===== src/rtl/idr_fu.sv =====
// RV32M integer divide/remainder unit, radix-2 restoring, start/done handshake.
// Optional IDR_EARLY_OUT_EN: finish in one cycle when |dividend| < |divisor|.
package idr_pkg;
  typedef enum logic [1:0] {
    IDR_DIV  = 2'd0,
    IDR_DIVU = 2'd1,
    IDR_REM  = 2'd2,
    IDR_REMU = 2'd3
  } idr_op_e;
endpackage

module idr_fu
  import idr_pkg::*;
#(
  parameter int RSZ = 32
) (
  input  logic           clk_in,
  input  logic           reset_in,
  input  logic [RSZ-1:0] Rs1_data,
  input  logic [RSZ-1:0] Rs2_data,
  input  idr_op_e        op,
  input  logic           start,
  output logic [RSZ-1:0] quotient,
  output logic [RSZ-1:0] remainder,
  output logic           done
);

  localparam int CW = $clog2(RSZ + 1);

  typedef enum logic [1:0] {
    IDLE,
    CALC,
    SIGN,
    DONE
  } state_e;

  state_e         state_q;
  logic [RSZ:0]   rem_q;
  logic [RSZ-1:0] dvd_q;
  logic [RSZ-1:0] dvs_q;
  logic [RSZ-1:0] quo_q;
  logic [RSZ-1:0] rmd_q;
  logic [CW-1:0]  cnt_q;
  logic           negq_q;
  logic           negr_q;
  logic           done_q;

  logic           sgn_op;
  logic           a_neg;
  logic           b_neg;
  logic [RSZ-1:0] a_mag;
  logic [RSZ-1:0] b_mag;
  logic           div_zero;
  logic           ovf;
  logic           early;
  logic [RSZ+1:0] shl;
  logic [RSZ+1:0] diff;
  logic           fits;

  always_comb begin
    sgn_op   = (op == IDR_DIV) || (op == IDR_REM);
    a_neg    = sgn_op & Rs1_data[RSZ-1];
    b_neg    = sgn_op & Rs2_data[RSZ-1];
    a_mag    = a_neg ? (~Rs1_data + 1'b1) : Rs1_data;
    b_mag    = b_neg ? (~Rs2_data + 1'b1) : Rs2_data;
    div_zero = (Rs2_data == '0);
    ovf      = sgn_op
             && (Rs1_data == {1'b1, {(RSZ-1){1'b0}}})
             && (Rs2_data == '1);
`ifdef IDR_EARLY_OUT_EN
    early    = !div_zero && (a_mag < b_mag);
`else
    early    = 1'b0;
`endif
  end

  // Full remainder feeds the shift so the borrow bit is exact.
  always_comb begin
    shl  = {rem_q, dvd_q[RSZ-1]};
    diff = shl - {2'b00, dvs_q};
    fits = !diff[RSZ+1];
  end

  always_ff @(posedge clk_in or posedge reset_in) begin
    if (reset_in) begin
      state_q <= IDLE;
      rem_q   <= '0;
      dvd_q   <= '0;
      dvs_q   <= '0;
      quo_q   <= '0;
      rmd_q   <= '0;
      cnt_q   <= '0;
      negq_q  <= 1'b0;
      negr_q  <= 1'b0;
      done_q  <= 1'b0;
    end else begin
      unique case (state_q)
        IDLE: begin
          done_q <= 1'b0;
          if (start) begin
            if (div_zero) begin
              quo_q   <= '1;
              rmd_q   <= Rs1_data;
              done_q  <= 1'b1;
              state_q <= DONE;
            end else if (ovf) begin
              quo_q   <= {1'b1, {(RSZ-1){1'b0}}};
              rmd_q   <= '0;
              done_q  <= 1'b1;
              state_q <= DONE;
            end else if (early) begin
              quo_q   <= '0;
              rmd_q   <= Rs1_data;
              done_q  <= 1'b1;
              state_q <= DONE;
            end else begin
              rem_q   <= '0;
              dvd_q   <= a_mag;
              dvs_q   <= b_mag;
              negq_q  <= a_neg ^ b_neg;
              negr_q  <= a_neg;
              cnt_q   <= CW'(RSZ);
              state_q <= CALC;
            end
          end
        end
        CALC: begin
          if (fits) begin
            rem_q <= diff[RSZ:0];
            dvd_q <= {dvd_q[RSZ-2:0], 1'b1};
          end else begin
            rem_q <= shl[RSZ:0];
            dvd_q <= {dvd_q[RSZ-2:0], 1'b0};
          end
          if (cnt_q != '0) begin
            cnt_q <= cnt_q - 1'b1;
          end
          if (cnt_q <= CW'(1)) begin
            state_q <= SIGN;
          end
        end
        SIGN: begin
          quo_q   <= negq_q ? (~dvd_q + 1'b1) : dvd_q;
          rmd_q   <= negr_q ? (~rem_q[RSZ-1:0] + 1'b1)
                            : rem_q[RSZ-1:0];
          done_q  <= 1'b1;
          state_q <= DONE;
        end
        DONE: begin
          done_q  <= 1'b0;
          state_q <= IDLE;
        end
        default: begin
          done_q  <= 1'b0;
          state_q <= IDLE;
        end
      endcase
    end
  end

  assign quotient  = quo_q;
  assign remainder = rmd_q;
  assign done      = done_q;

endmodule


===== config.mk =====
export PLATFORM = sky130hd
export DESIGN_NAME = idr_fu
export DESIGN_NICKNAME = d
export VERILOG_FILES = /design/src/rtl/idr_fu.sv
export SDC_FILE = /design/constraint.sdc
export NUM_CORES = 1
export LEC_CHECK = 0
export ABC_CLOCK_PERIOD_IN_PS = 5700
export BUFFER_PORTS_ARGS = -buffer_cell sky130_fd_sc_hd__buf_2
export CAP_MARGIN = 25
export CORE_MARGIN = 2
export CORE_UTILIZATION = 43
export DETAILED_ROUTE_END_ITERATION = 8
export PLACE_DENSITY = 0.67
export SLEW_MARGIN = 10
export SYNTH_ARGS = -nofsm -noshare
export SYNTH_HDL_FRONTEND = slang
export SYNTH_SLANG_ARGS = --single-unit

===== constraint.sdc =====
create_clock -name clk_in -period 5.7 [get_ports clk_in]
set_clock_uncertainty 0.2 [all_clocks]
set_input_delay 0.855 -clock clk_in [delete_from_list [all_inputs] [get_ports clk_in]]
set_output_delay 0.855 -clock clk_in [all_outputs]
set_load 0.02 [all_outputs]

# --- Word level (Yosys, flattened, before mapping) ---
# Index checks and enable logic that the tools add are counted.
totals:
  ff_bits: 172
  latchBits: 0
  ram_bits: 0
  mem_bits_ro: 0
  inputBits: 69
  out_inout_bits: 65
  memories: 0
op_classes:
  add_sub_neg: 6
  multipliers: 0
  div: 0
  magnitude_cmp: 1
  eq_ne: 12
  shift: 0
  n_mux: 36
  bitwise: 9
  reduce_logical: 15
op_table:
  columns: ["cell", "n"]
  rows:
  - ["$mux W32", 13]
  - ["$pmux W32 S2", 3]
  - ["$mux W33", 4]
  - ["$add A32 B1 Y32 const B", 4]
  - ["$not A32 Y32", 4]
  - ["$pmux W33 S2", 1]
  - ["$eq A32 B32 Y1 const B", 2]
  - ["$sub A34 B32 Y34", 1]
  - ["$logic_not A32 Y1", 1]
  - ["$mux W6", 4]
  - ["$pmux W6 S2", 1]
  - ["$ne A2 B2 Y1 const B", 5]
  - ["$mux W2", 4]
  - ["$pmux W2 S4", 1]
  - ["$reduce_and A4 Y1", 2]
  - ["$eq A2 B2 Y1 const B", 3]
  - ["$le A6 B1 Y1 const B", 1]
  - ["$reduce_bool A6 Y1", 1]
  - ["$sub A6 B1 Y6 const B", 1]
  - ["$reduce_and A5 Y1", 1]
  - ["$logic_not A2 Y1", 2]
  - ["$mux W1", 4]
  - ["$reduce_bool A2 Y1", 2]
  - ["$ne A3 B3 Y1 const B", 1]
  - ["other kinds (10)", 13]

# --- Depth between registers and ports, before layout ---
depth:
  word_depth: 8
  depth_mapped: 13

# --- Worst setup path after synthesis ---
# No wires, ideal clock.
synth_timing:
  kind: "input -> register"
  start: "input Rs2_data[25]"
  end: "register rem_q[28]"
  setup_ns: 0.126
  t_arrival_ns: 3.246
  setup_slack_ns: 2.128
  stages: 10
  path_buffers: 2
  cell_sequence: "or4_1 -> or4_1 -> clkbuf_1 -> nand4bb_1 -> o2111ai_2 -> a21boi_4 -> nor2_2 -> and2_1 -> buf_2 -> a221o_1"
synth_via:
  elab_chain_len: 4
  elab_cells_between_ends: 6
  classes_between: "eq/ne (3); reduce/logical (3)"
synth_rtl:
  columns: ["element", "line", "source"]
  rows:
  - ["from (decl)", "20", "input logic [RSZ-1:0] Rs2_data,"]
  - ["$eq A32 B32 Y1", "69", "&& (Rs2_data == '1);"]
  - ["$logic_and A1 B1 Y1", "69", null]
  - ["$ne A2 B2 Y1 (no line)", null, null]
  - ["$reduce_and A4 Y1 (no line) *", null, null]
  - ["to (signal assigned)", "129", "rem_q <= diff[RSZ:0];"]
  - ["to (signal assigned)", "132", "rem_q <= shl[RSZ:0];"]
  - ["to (decl)", "38", "logic [RSZ:0] rem_q;"]
# Mark *: on every way between the ends. The rest lies on a longest branch, timed or not.
# A chain may end at the register's enable or synchronous reset.

# --- Worst setup path after layout ---
layout_timing:
  start: "register rem_q[0]"
  end: "register rem_q[4]"
layout_via:
  elab_chain_len: 3
layout_rtl:
  columns: ["element", "line", "source"]
  rows:
  - ["$sub A34 B32 Y34", "80", "diff = shl - {2'b00, dvs_q};"]
  - ["$mux W33", "128", "if (fits) begin"]
  - ["$pmux W33 S2", "97", "unique case (state_q)"]
# Every way passes these cells.

==> summary.md <==
| Metric | Value |
|---|---|
| # Max-Cap Violations | 0 |
| GR Overflow Total | 0 |
| Post-synth EDFFs | 0 |
| Final non-filler cell total | 1873 |
| Status | finished clean |
| CP top delay family | compound AO/OA/AOI/OAI gates |
| Maximum root-to-sink buffer count | 2 |
| Syn nets | 1545 |
| Synthesized cell area | 11800 µm² |
| Number of setup violations in the final report | 0 |
| Later-pin clock latency in the skew report | 0.43 ns |
| IO buf count | 132 |
| Post-route setup slack | 1.42 ns |
| Ports | 134 |
| Drt drc | 0 |
| Cells along the critical path | ha_1 -> nor2b_1 -> o2111ai_1 -> a2111oi_0 -> o211ai_1 -> a2111oi_0 -> o211ai_1 -> buf_4 -> o31a_1 -> o21ai_0 |
| Hold path startpoint | quotient[13] |
| Ys async rst share | 1.00 |
| Core Rows | 60 |
| Total number of vias | 10500 |
| Synth Register Bits | 172 |
| Max Freq | 233 MHz |
| Root Buffer | clkbuf_16 |
| GP Congestion | 0.867 |
| CTS clk-pin slew, worst paths | 0.07 ns |
| Drt initial violations | 846 |
| Clock Sinks | 172 |
| Share of the synthesized area in the top cell type | 0.365 |
| CP bufs+invs | 1 |
| Worst-margin pin slew | 1.04 ns |
| DP HPWL | 23.0 mm |
| Worst stage delay on the critical path | 0.70 ns |
| Placed Cells | 1841 |
| RR Startpoint | rem_q[0] |
| Final net count | 1632 |
| Worst EP arrival | 4.41 ns |
| Endpoint class of the critical path | flip-flop |
| Pins Over Slew Limit | 0 |
| Top FF cell, synth | dfrtp_1 |
| Synth warn | 0 |
| Drt total wl | 30.9 mm |
| Critical path startpoint | rem_q[0] |
| Total clock buffers created by CTS | 17 |
| Crit path kind | flip-flop to flip-flop |
| TritonCTS clock tree | built |
| First-pass GRT wire length | 50.7 mm |
| Top cells by area, synth | dfrtp_1 (37%), o21ai_0 (6.4%), a21oi_1 (6.1%), xor2_1 (5.6%), xnor2_1 (5.2%) |
| Antenna-violating nets left | 0 |
| Largest net degree at the start of global routing | 173 |
| Die ar. | 28700 µm² |
| Vias/cell | 5.63 |
| CP max FO | 36 |
| CTS resizes | 0 |
| RSZ-0062 raised after global routing | no |
| Vias in the first global route | 9791 |
| H-tree level count | 4 |
| Drt wl/cell | 16.5 µm |
| Total power per unit cell area | 481 nW/µm² |
| Synth-to-Final Area Change | 13.4% |
| Largest area contributor in the netlist | dfrtp_1 |
| Antenna diode count | 0 |
| Worst hold path class | flip-flop to flip-flop |
| Initial Util | 0.437 |
| Syn Inst Count | 1432 |
| Total setup buffers inserted after CTS | 0 |
| Die width | 170 µm |
| DP Worst Slack | 1.26 ns |
| Fin. Hold Viols | 0 |
| Req. time, crit path | 5.83 ns |
| Sequential cell area fraction in the yosys report | 0.365 |
| Final min period | 4.28 ns |
| Drt pass-1 iters | 5 |
| Final Cycle Share | 0.751 |
| Slew margin rel. | 0.301 |
| Worst path slowest cell | a2111oi_0 |
| Chip height | 170 µm |
| Peak VDD IR | 308 µV |
| Initial antenna violation count | 0 |
| CTS Hold Bufs | 0 |
| GRT Util Overall | 0.218 |
| Critical Path Start Type | flip-flop |
| Leakage power | 5.95 nW |
| Netlist cell types | 67 |
| Core footprint | 27000 µm² |
| Final TNS setup | 0 ns |
| Share of cells above drive strength 1 | 0.131 |
| Syn avg cell area | 8.23 µm² |
==> power by group <==
part / switching, mW / leakage (nW) / internal [mW]
Combinational: 2.00 / 3.48 / 1.13
Sequential: 0.386 / 2.18 / 1.69
Clock: 0.515 / 0.290 / 0.705
==> cells in the final DEF, fill, tap and decap left out, drive strengths merged, types with 23 or more instances in the layout <==
master,count
dfrtp,172
o21ai,155
nor2,150
buf,147
nand2,146
a21oi,144
xor2,76
xnor2,70
inv,61
ha,43
a21o,33
a211oi,32
o31ai,32
a22oi,29
or4,23
==> worst paths after layout <==
check	cells after the start	slack [ns]	to
min	1	0.27	quotient[13]
max in group asynchronous	3	4.08	dvs_q[27]
max	10	1.42	rem_q[4]
max reg2reg	10	1.42	rem_q[4]
min reg2reg	1	0.27	quotient[13]
min in group asynchronous	3	0.39	quotient[17]
==> per-stage QoR <==
stage / hold slack [ns] / utilization / power, mW / area (µm²)
2_1_floorplan: 0.250 / - / 4.39 / 11800
3_3_place_gp: 0.253 / 0.472 / 5.12 / 12700
3_5_place_dp: 0.261 / 0.473 / 5.23 / 12700
4_1_cts: 0.277 / 0.496 / 6.46 / 13400
5_1_grt: 0.284 / 0.496 / 6.96 / 13400
6_report: 0.271 / 0.496 / 6.43 / 13400
==> synth_stat cells, types with 29 or more instances <==
cell / n
inv_1: 60
o31ai_1: 31
nand2_1: 146
a211oi_1: 32
o21ai_0: 151
xnor2_1: 70
a22oi_1: 29
a21o_1: 33
xor2_1: 76
nor2_1: 148
ha_1: 43
clkbuf_1: 62
a21oi_1: 144
dfrtp_1: 172
==> flip-flops by register name, summed over array words and instances, names as in the netlist <==
name       count
cnt_q          6
done           1
dvd_q         32
dvs_q         32
negq_q         1
negr_q         1
quotient      32
rem_q         33
remainder     32
state_q        2
==> worst register-to-register path, cell delays in order (launching register included) <==
cell and delay (ns):
dfrtp_1 0.51, ha_1 0.34, nor2b_1 0.19, o2111ai_1 0.18
a2111oi_0 0.70, o211ai_1 0.33, a2111oi_0 0.47, o211ai_1 0.42
buf_4 0.39, o31a_1 0.34, o21ai_0 0.13
==> logic make-up (layout without fill, tap and decap cells) <==
logic type | after synthesis | in the layout | share of synthesized area
AO/OA/AOI/OAI | 492 | 492 | 0.256
XOR/XNOR | 146 | 146 | 0.109
adder cells (fa/ha/maj) | 44 | 44 | 0.0474
buffers and inverters | 139 | 239 | 0.0453
flip-flops | 172 | 172 | 0.365
multiplexers | 6 | 6 | 0.00510
AND/OR/NAND/NOR | 433 | 433 | 0.172
==> routing by layer <==
layer  part of all wire  track usage  vias to the layer above
met5                  0            0                        -
met4              0.037       0.0884                        0
met3              0.043       0.0240                       65
met2               0.46        0.354                      264
met1               0.46        0.299                     4922
li1                   -            -                     5295
==> area by class of cell <==
class                           count  area (µm²)
Clock buffer                       19         443
Tap cell                          341         427
Timing Repair Buffer              147         798
Clock inverter                     13         166
Sequential cell                   172        4300
Multi-Input combinational cell   1121        6990
Inverter                           60         229
Fill cell                        2559       13600
(Power assumes the default switching activity.)
